<file path="src/rtl/ps2_kbd_rx_pkg.sv">
// Shared definitions for the PS/2 keyboard receiver: register map,
// STATUS bit positions, receiver FSM states and the frame parity rule.
package ps2_kbd_rx_pkg;

  localparam logic PS2_DATA_ADDR = 1'b0;
  localparam logic PS2_STAT_ADDR = 1'b1;

  localparam int STAT_EMPTY   = 0;
  localparam int STAT_FULL    = 1;
  localparam int STAT_PERR    = 2;
  localparam int STAT_FERR    = 3;
  localparam int STAT_OVF     = 4;
  localparam int STAT_CNT_LSB = 8;
  localparam int STAT_CNT_W   = 8;

  localparam int DATA_VALID_BIT = 8;

  typedef enum logic [1:0] {
    ST_IDLE   = 2'd0,
    ST_DATA   = 2'd1,
    ST_PARITY = 2'd2,
    ST_STOP   = 2'd3
  } rx_state_t;

  // A frame is good when the 8 data bits plus the parity bit hold an odd number of ones.
  function automatic logic odd_parity_ok(input logic [7:0] data, input logic par);
    return ^{data, par};
  endfunction

endpackage

</file>
<file path="src/rtl/ps2_fifo.sv">
// Small synchronous FIFO for received scan codes; a pop on empty is ignored and
// a push on full only lands when a pop frees a slot in the same cycle.
module ps2_fifo #(
  parameter int WIDTH = 8,
  parameter int DEPTH = 4,
  localparam int AW   = $clog2(DEPTH)
) (
  input  logic             clk,
  input  logic             rst,
  input  logic             push,
  input  logic             pop,
  input  logic [WIDTH-1:0] wdata,
  output logic [WIDTH-1:0] rdata,
  output logic             empty,
  output logic             full,
  output logic [AW:0]      count
);

  localparam int CW = AW + 1;
  localparam logic [AW:0] FULL_CNT = CW'(DEPTH);

  logic [WIDTH-1:0] mem [DEPTH];
  logic [AW-1:0]    wr_ptr;
  logic [AW-1:0]    rd_ptr;
  logic             do_push;
  logic             do_pop;

  assign empty   = (count == '0);
  assign full    = (count == FULL_CNT);
  assign do_push = push && (!full || pop);
  assign do_pop  = pop && !empty;
  assign rdata   = mem[rd_ptr];

  always_ff @(posedge clk) begin
    if (do_push) mem[wr_ptr] <= wdata;
  end

  always_ff @(posedge clk or negedge rst) begin
    if (!rst) begin
      wr_ptr <= '0;
      rd_ptr <= '0;
      count  <= '0;
    end else begin
      if (do_push) wr_ptr <= wr_ptr + 1'b1;
      if (do_pop)  rd_ptr <= rd_ptr + 1'b1;
      case ({do_push, do_pop})
        2'b10:   count <= count + 1'b1;
        2'b01:   count <= count - 1'b1;
        default: count <= count;
      endcase
    end
  end

endmodule

</file>
<file path="src/rtl/ps2_kbd_rx.sv">
// PS/2 keyboard receiver: synchronises the raw lines, deframes 11-bit frames,
// buffers good bytes and exposes a polled DATA/STATUS register pair.
module ps2_kbd_rx
  import ps2_kbd_rx_pkg::*;
#(
  parameter int DATA_W      = 32,
  parameter int FIFO_DEPTH  = 4,
  parameter int TIMEOUT_CYC = 10000
) (
  input  logic              clk,
  input  logic              rst,
  input  logic              ps2_clk,
  input  logic              ps2_data,
  input  logic              sel,
  input  logic              we,
  input  logic              addr,
  input  logic [DATA_W-1:0] data_in,
  output logic [DATA_W-1:0] data_out
);

  localparam int AW   = $clog2(FIFO_DEPTH);
  localparam int TO_W = $clog2(TIMEOUT_CYC + 1);
  localparam logic [TO_W-1:0] TO_LIMIT = TO_W'(TIMEOUT_CYC);

  logic clk_s1, clk_s2, clk_hist, data_s1, data_s2, fall;
  rx_state_t state, next_state;
  logic [2:0]      bit_cnt;
  logic [7:0]      shreg;
  logic            par_bit;
  logic [TO_W-1:0] to_cnt;
  logic            timeout;
  logic shift_en, par_en, push_req, set_ferr, set_perr, set_ovf, clr_err, pop;
  logic perr, ferr, ovf;
  logic [7:0]  head;
  logic        fifo_empty, fifo_full;
  logic [AW:0] fifo_count;
  logic [DATA_W-1:0] status_word, data_word;
  logic unused_data_in;

  assign unused_data_in = ^data_in[DATA_W-1:1];

  // Synchroniser and history flops start at 1 so reset never fakes a falling edge.
  always_ff @(posedge clk or negedge rst) begin
    if (!rst) begin
      clk_s1   <= 1'b1;
      clk_s2   <= 1'b1;
      clk_hist <= 1'b1;
      data_s1  <= 1'b1;
      data_s2  <= 1'b1;
    end else begin
      clk_s1   <= ps2_clk;
      clk_s2   <= clk_s1;
      clk_hist <= clk_s2;
      data_s1  <= ps2_data;
      data_s2  <= data_s1;
    end
  end

  assign fall    = clk_hist && !clk_s2;
  assign timeout = (state != ST_IDLE) && (to_cnt == TO_LIMIT);

  always_ff @(posedge clk or negedge rst) begin
    if (!rst) state <= ST_IDLE;
    else      state <= next_state;
  end

  always_comb begin
    next_state = state;
    shift_en   = 1'b0;
    par_en     = 1'b0;
    push_req   = 1'b0;
    set_ferr   = 1'b0;
    set_perr   = 1'b0;
    if (timeout) begin
      next_state = ST_IDLE;
      set_ferr   = 1'b1;
    end else if (fall) begin
      case (state)
        ST_IDLE: if (!data_s2) next_state = ST_DATA;
        ST_DATA: begin
          shift_en = 1'b1;
          if (bit_cnt == 3'd7) next_state = ST_PARITY;
        end
        ST_PARITY: begin
          par_en     = 1'b1;
          next_state = ST_STOP;
        end
        ST_STOP: begin
          next_state = ST_IDLE;
          if (!data_s2)                           set_ferr = 1'b1;
          else if (!odd_parity_ok(shreg, par_bit)) set_perr = 1'b1;
          else                                     push_req = 1'b1;
        end
        default: next_state = ST_IDLE;
      endcase
    end
  end

  // The timeout counter only runs while a frame is in progress.
  always_ff @(posedge clk or negedge rst) begin
    if (!rst) begin
      bit_cnt <= '0;
      shreg   <= '0;
      par_bit <= 1'b0;
      to_cnt  <= '0;
    end else begin
      if (state == ST_IDLE) bit_cnt <= '0;
      else if (shift_en)    bit_cnt <= bit_cnt + 1'b1;
      if (shift_en) shreg   <= {data_s2, shreg[7:1]};
      if (par_en)   par_bit <= data_s2;
      if (fall || state == ST_IDLE) to_cnt <= '0;
      else if (to_cnt != TO_LIMIT)  to_cnt <= to_cnt + 1'b1;
    end
  end

  assign pop     = sel && !we && (addr == PS2_DATA_ADDR) && !fifo_empty;
  assign clr_err = sel && we && (addr == PS2_STAT_ADDR) && data_in[0];
  assign set_ovf = push_req && fifo_full && !pop;

  // A new error event outranks a clear landing in the same cycle.
  always_ff @(posedge clk or negedge rst) begin
    if (!rst) begin
      perr <= 1'b0;
      ferr <= 1'b0;
      ovf  <= 1'b0;
    end else begin
      perr <= set_perr || (perr && !clr_err);
      ferr <= set_ferr || (ferr && !clr_err);
      ovf  <= set_ovf  || (ovf  && !clr_err);
    end
  end

  ps2_fifo #(
    .WIDTH (8),
    .DEPTH (FIFO_DEPTH)
  ) u_fifo (
    .clk   (clk),
    .rst   (rst),
    .push  (push_req),
    .pop   (pop),
    .wdata (shreg),
    .rdata (head),
    .empty (fifo_empty),
    .full  (fifo_full),
    .count (fifo_count)
  );

  always_comb begin
    status_word = '0;
    status_word[STAT_EMPTY] = fifo_empty;
    status_word[STAT_FULL]  = fifo_full;
    status_word[STAT_PERR]  = perr;
    status_word[STAT_FERR]  = ferr;
    status_word[STAT_OVF]   = ovf;
    status_word[STAT_CNT_LSB +: STAT_CNT_W] = STAT_CNT_W'(fifo_count);
    data_word = '0;
    if (!fifo_empty) begin
      data_word[DATA_VALID_BIT] = 1'b1;
      data_word[7:0]            = head;
    end
    if (!sel)                        data_out = '0;
    else if (addr == PS2_STAT_ADDR)  data_out = status_word;
    else                             data_out = data_word;
  end

endmodule

</file>
<file path="config.mk">
export PLATFORM = sky130hd
export DESIGN_NAME = ps2_kbd_rx
export DESIGN_NICKNAME = d
export VERILOG_FILES = /design/src/rtl/ps2_kbd_rx_pkg.sv /design/src/rtl/ps2_fifo.sv /design/src/rtl/ps2_kbd_rx.sv
export SDC_FILE = /design/constraint.sdc
export NUM_CORES = 1
export LEC_CHECK = 0
export ABC_AREA = 1
export BUFFER_PORTS_ARGS = -buffer_cell sky130_fd_sc_hd__buf_4
export CORE_MARGIN = 2
export CORE_UTILIZATION = 30
export DETAILED_ROUTE_END_ITERATION = 16
export PLACE_DENSITY_LB_ADDON = 0.25
export SKIP_CTS_REPAIR_TIMING = 1
export SYNTH_ARGS = -nofsm -noshare
export SYNTH_HDL_FRONTEND = slang
export SYNTH_SLANG_ARGS = --single-unit
</file>
<file path="constraint.sdc">
create_clock -name clk -period 6.3 [get_ports clk]
set_input_delay 1.575 -clock clk [delete_from_list [all_inputs] [get_ports clk]]
set_output_delay 1.575 -clock clk [all_outputs]
set_load 0.005 [all_outputs]
</file>
==> run metrics, run 1 <==
status=finished, final reports clean; Clk Latency, worst-skew pair=0.34 ns; Max-Cap Viols=0; Psw=605 µW; type of the worst setup path=input port to primary output; nets=482; Avg WL per Cell=11.8 µm; sequential share of power=40.8%; H-tree Lvls=3; total CTS buffers=9; Critical Path Source Type=input port; largest net degree at the start of global routing=44; post-synthesis register bit count=75; Switching Fraction=34.9%; Detailed Route Iter0 Violations=91; CP Buf/Inv Count=3; GP Congestion=0.823; Hold Fails Final Rpt=0; Pleak=1.94 nW; CP Depth=6; Worst Reg-to-Reg Cells=14; n_diodes=0; DRC viols=0; achievable frequency=255 MHz; Reg2Reg Setup Slack=3.78 ns; CTS tree=yes; crit share post-route=62.3%; Die W=117 µm; worst slew pin tran=0.799 ns; crit path cell chain=buf_4 > nand2_2 > nor2_4 > inv_1 > a21oi_1 > buf_4; Fill cells=1298; row cnt=41; reg2reg start=to_cnt[0]; DP Wirelength=5080 µm; Worst Hold Class=flip-flop to flip-flop; routed vias=2615; final wirelength=7150 µm; die area=0.0137 mm²; mean area per synthesized cell=9.42 µm²; Worst EP required=4.72 ns; Pwr Total=1.73 mW; Clock Power Share=31.8%; Comb power frac=27.3%; Crit path max-delay family=buffers and inverters; first drt pass iteration count=4; maximum VDD drop=0.166 mV; critical path's most frequent cell=buf_4; fin. max-slew vios=0; Slew Limit Headroom=46.5%; Die Ht=117 µm; Critical Path Sink Type=primary output; multi-input logic area=0.00144 mm²; Antenna Violating Nets Remaining=0; FF-to-FF End=u_fifo.count[2]; Fin Clk Skew=0.00902 ns; global-route wire length before repair=12300 µm; Critical Path End=data_out[6]; sequential area share after synthesis=53.4%; Vias/cell=4.32; Setup TNS=0 ns; WHS Path Cells=0; setup violators final=0; FF/Latch Area=0.00204 mm²; Final Hold Slack=0.357 ns; commonest non-fill, non-tap cell in the layout=nand2_1; Unique masters post-synth=39; Slowest Stage Delay on Critical Path=0.19 ns; Synth warnings=0; CTS max path bufs=2; IO Pins=71; port bufs=18; Area growth syn-to-layout=14.7%; Critical-path top delay cell=nor2_4; Worst-path clk slew=0.06 ns; Setup crit start=sel; synthesized instance count=406; crit-path max FO=7; Post-Syn Area=0.00382 mm²; Pint=1.13 mW; floorplan core area=0.0125 mm²; All-Layer GR Usage=11.7%; PD cells=395 mW/mm²; CP arrival=2.35 ns; most frequent cells in the layout=62 x nand2_1, 55 x inv_1, 45 x nor2_1, 38 x o21ai_0, 38 x dfrtp_1; RSZ-0062 raised after global routing=false; vias in the first global route=2554; ratio of cells with drive above 1 in the final layout=15.2%; Root Driver=clkbuf_16; gr ovfl total=0; initial antenna violation count=0; CTS Sinks=75; Initial Utilization=30.6%; fin crit period=3.92 ns
## per-stage QoR
| stage | utilization (%) | cells | worst slack, ns | cell area (µm²) |
|---|---|---|---|---|
| after detailed placement | 32.5 | 590 | 2.37 | 4060 |
| after global routing | 35.0 | 606 | 2.27 | 4390 |
| after floorplan | - | 426 | 2.72 | 3900 |
| final | 35.0 | 606 | 2.38 | 4390 |
| after global placement | 32.5 | 590 | 2.38 | 4060 |
| after CTS | 35.0 | 606 | 2.38 | 4390 |
## worst min path at each step
stage              end  slack (ns)  startpoint
2_1_floorplan   clk_s2        0.35      clk_s1
3_3_place_gp    clk_s2        0.35      clk_s1
3_5_place_dp   data_s2        0.35     data_s1
4_1_cts        data_s2        0.36     data_s1
5_1_grt        data_s2        0.36     data_s1
6_report       data_s2        0.36     data_s1
## power by group through the flow
| stage | combinational, mW | sequential [mW] | clock, mW |
|---|---|---|---|
| after detailed placement | 0.478 | 0.717 | 0 |
| after floorplan | 0.392 | 0.665 | 0 |
| final | 0.473 | 0.706 | 0.551 |
| after global placement | 0.467 | 0.712 | 0 |
| after global routing | 0.558 | 0.722 | 0.589 |
| after CTS | 0.481 | 0.708 | 0.565 |
## per-layer routing
metal,track usage [%],routed length [µm]
met4,4.16,115
met5,0,0
met2,18.9,3280
met1,14.9,3460
met3,3.66,298
## logic make-up after synthesis
logic type      Yosys count  share of synthesized area [%]
compound gates           69                           10.0
xor+xnor                  6                           1.37
fa+ha+maj                14                           4.78
buf+inv                  87                           10.9
flops                    75                           53.4
mux                       1                          0.294
other cells               1                         0.0980
simple gates            153                           19.1
## flip-flops by register name, summed over array words and instances (netlist names), 2 cells and up
name	cells
state	2
u_fifo.count	3
to_cnt	14
u_fifo.rd_ptr	2
bit_cnt	3
u_fifo.wr_ptr	2
u_fifo.mem	32
shreg	8
## synthesized netlist by cell type, drive strengths merged
master	number	share of area, %
xor2	5	1.1
a21oi	17	2.3
nor3	8	1.5
nand4	5	1.2
o221ai	1	0.23
mux2	1	0.29
xnor2	1	0.23
o21ai	41	5.7
inv	61	6.0
nor2	53	6.0
dfrtp	38	25
o211ai	1	0.20
dfstp	5	3.4
nand3	17	2.7
o22ai	6	0.98
ha	13	4.3
a22o	2	0.46
fa	1	0.52
nor4	3	0.49
conb	1	0.098
buf	25	4.8
edfxtp	32	25
a31oi	1	0.16
nand2	67	7.3
clkbuf	1	0.098
## final cells by class
class / count / area share (%)
Inverter: 61 / 5.22
Tap cell: 172 / 4.91
Clock buffer: 9 / 5.13
Multi-Input combinational cell: 264 / 32.8
Clock inverter: 7 / 2.25
Timing Repair Buffer: 18 / 3.08
Sequential cell: 75 / 46.6
Note: power is estimated with default switching activity, not from simulation.
==> run 2: changes to the inputs <==
--- a/config.mk
+++ b/config.mk
@@ -5,7 +5,7 @@
 export SDC_FILE = /design/constraint.sdc
 export NUM_CORES = 1
 export LEC_CHECK = 0
-export ABC_AREA = 1
+export ABC_AREA = 0
 export BUFFER_PORTS_ARGS = -buffer_cell sky130_fd_sc_hd__buf_4
 export CORE_MARGIN = 2
 export CORE_UTILIZATION = 30
==> constraint.sdc (replaced) <==
create_clock -name clk -period 4.05 [get_ports clk]
set_input_delay 1.0125 -clock clk [delete_from_list [all_inputs] [get_ports clk]]
set_output_delay 1.0125 -clock clk [all_outputs]
set_load 0.005 [all_outputs]
==> run 2 against run 1 <==
Against the previous run:
- cell count down 26%
- routed wire length shrank 14%
- combinational power grew 63%
- worst setup slack got worse by 1.4 ns
- non-clock buffer count stayed put
- core utilization shrank 0.24 points
- clock power is 54% higher
- register-to-register slack got worse by 2.5 ns
- count of clock-buffer cells in the layout is 2 higher
- critical endpoint is now data_out[3]
==> run metrics, run 2 <==
Slowest Stage Delay on Critical Path=0.72 ns; worst slew pin tran=0.956 ns; Critical Path Source Type=flip-flop; Hold Path End=data_s2; routed vias=2012; Die Ht=114 µm; largest net degree at the start of global routing=44; RSZ-0062 raised after global routing=false; Worst EP required=3.04 ns; Largest Register=u_fifo.mem; CTS tree=yes; nets=351; Crit path max-delay family=flip-flops; n_diodes=0; CTS max path bufs=2; Post-Syn Area=0.00360 mm²; Avg WL per Cell=13.7 µm; Die W=114 µm; status=finished, final reports clean; final core occ=34.8%; Setup TNS=0 ns; global-route wire length before repair=10200 µm; vias in the first global route=1977; Area growth syn-to-layout=14.6%; IO Pins=71; floorplan core area=0.0119 mm²; ratio of cells with drive above 1 in the final layout=21.8%; crit-path max FO=10; WHS Path Cells=0; commonest non-fill, non-tap cell in the layout=dfrtp_1; post-synthesis async set-or-reset flop share=57.3%; CP arrival=2.06 ns; type of the worst setup path=flip-flop to primary output; first drt pass iteration count=4; setup violators final=0; Pleak=1.74 nW; mean area per synthesized cell=13.0 µm²; DP Wirelength=4230 µm; GP Congestion=0.762; Slew Limit Headroom=36.1%; Hold Fails Final Rpt=0; FF-to-FF End=u_fifo.count[2]; H-tree Lvls=3; Post-synth EDFFs=32; Critical-path top delay cell=dfrtp_1; crit path cell chain=mux4_2 > a32o_1 > buf_4; Vias/cell=4.47; fin. max-slew vios=0; Reg2Reg Setup Slack=1.29 ns; Detailed Route Iter0 Violations=102; Worst Reg-to-Reg Cells=13; gr ovfl total=0; Initial Utilization=30.4%; fin crit period=3.07 ns; crit share post-route=75.9%; CP Buf/Inv Count=1; Most used DFF post-synth=dfrtp_1; CTS Sinks=75; Largest regs=u_fifo.mem (32), to_cnt (14), shreg (8); Max-Cap Viols=0; Critical Path Sink Type=primary output; Setup crit start=u_fifo.rd_ptr[0]; Fill cells=1148; reg2reg start=to_cnt[0]; cell taking the most area after synthesis=edfxtp_1; Antenna Violating Nets Remaining=0; Worst Hold Class=flip-flop to flip-flop; maximum VDD drop=0.214 mV; die area=0.0129 mm²; synthesized instance count=277; Worst-path clk slew=0.06 ns; PD cells=676 mW/mm²; area share of the largest cell type after synthesis=26.7%; All-Layer GR Usage=10.4%; DP Cell Count=434; initial antenna violation count=0; Finished Layout Cells=450; Root Driver=clkbuf_16; final wirelength=6160 µm; most frequent cells in the layout=38 x dfrtp_1, 32 x edfxtp_1, 27 x nor2_1, 21 x conb_1, 18 x buf_4; Unique masters post-synth=45; port bufs=18; post-synthesis register bit count=75; Synth area leaders=edfxtp_1 27%, dfrtp_1 26%, mux4_2 5.0%; Hold Startpoint=data_s1; Synth warnings=0; Synth top cells by count=38 x dfrtp_1, 32 x edfxtp_1, 27 x nor2_1, 21 x buf_4; achievable frequency=325 MHz; total CTS buffers=9; flip-flop count of the largest register after layout=32; count leader, synth=dfrtp_1; DRC viols=0; Clk Latency, worst-skew pair=0.34 ns; sequential area share after synthesis=56.7%; Fin Clk Skew=0.00869 ns; row cnt=40; CP Depth=3
==> run 2: cell count changes after synthesis, moves of 5 or more <==
cell	change
a21oi_1	-11
inv_1	-43
xnor2_1	+8
o22ai_1	-6
and3_1	+6
mux2_2	+9
mux4_2	+8
nand2_1	-49
xor2_1	+8
nand3_1	-9
inv_2	-6
nor2_1	-18
o21ai_0	-34
nor2_2	-5
==> run 2: logic make-up after synthesis <==
logic type | Yosys count | share of synthesized area [%]
buffers and inverters | 40 | 6.42
and+or+nand+nor | 83 | 12.4
adders and majority gates | 14 | 5.07
DFF | 75 | 56.7
xor gates and xnor gates | 24 | 6.46
muxes | 22 | 9.34
other | 1 | 0.104
AOI/OAI and AO/OA | 18 | 3.51
==> run 2: power by group <==
group,internal (mW),leakage [nW],total (mW),switching [mW]
sequential,0.972,0.840,1.17,0.202
clock,0.543,0.150,0.849,0.306
combinational,0.413,0.752,0.769,0.356
==> run 2: layout make-up <==
class	count	area (µm²)	area share, %
Clock inverter	5	85.1	2.06
Tap cell	147	184	4.45
Timing Repair Buffer	18	135	3.27
Clock buffer	11	233	5.64
Inverter	12	45.0	1.09
Sequential cell	75	2040	49.5
Multi-Input combinational cell	182	1400	34.0
==> run 2: worst max-delay path by stage <==
stage                     slack [ns]         endpoint
after CTS                       0.91      data_out[3]
after global routing            0.87      data_out[3]
final                           0.98      data_out[3]
after floorplan                 1.30  u_fifo.count[2]
after detailed placement        0.94      data_out[2]
after global placement          0.94      data_out[2]
==> run 2: worst register-to-register path, cell delays in order, from the launching register on <==
cell and delay [ns]:
dfrtp_1 0.47, inv_1 0.07, ha_1 0.20, and2_1 0.15, nand4_1 0.26, nor2_2 0.11
nor4_4 0.47, inv_1 0.11, ha_1 0.22, inv_1 0.07, fa_1 0.17, xor2_1 0.14
nor2_1 0.06, xor2_1 0.14
==> run 2: layer usage <==
layer	wire (µm)	track usage, %	share of wire [%]	vias to the layer above
met2	2780	15.8	45	44
met4	117	6.59	1.9	0
met5	0	0	0	-
li1	-	-	-	972
met3	196	1.38	3.2	9
met1	3060	14.2	50	987
==> run 2: through the flow <==
stage               power (mW)  hold WS [ns]  area, µm²  worst slack [ns]
floorplan                 1.77         0.345       3680              1.30
global placement          1.96         0.346       3810             0.944
detailed placement        1.97         0.348       3810             0.943
CTS                       2.83         0.357       4130             0.911
global route              2.97         0.362       4130             0.867
finish                    2.79         0.356       4130             0.976
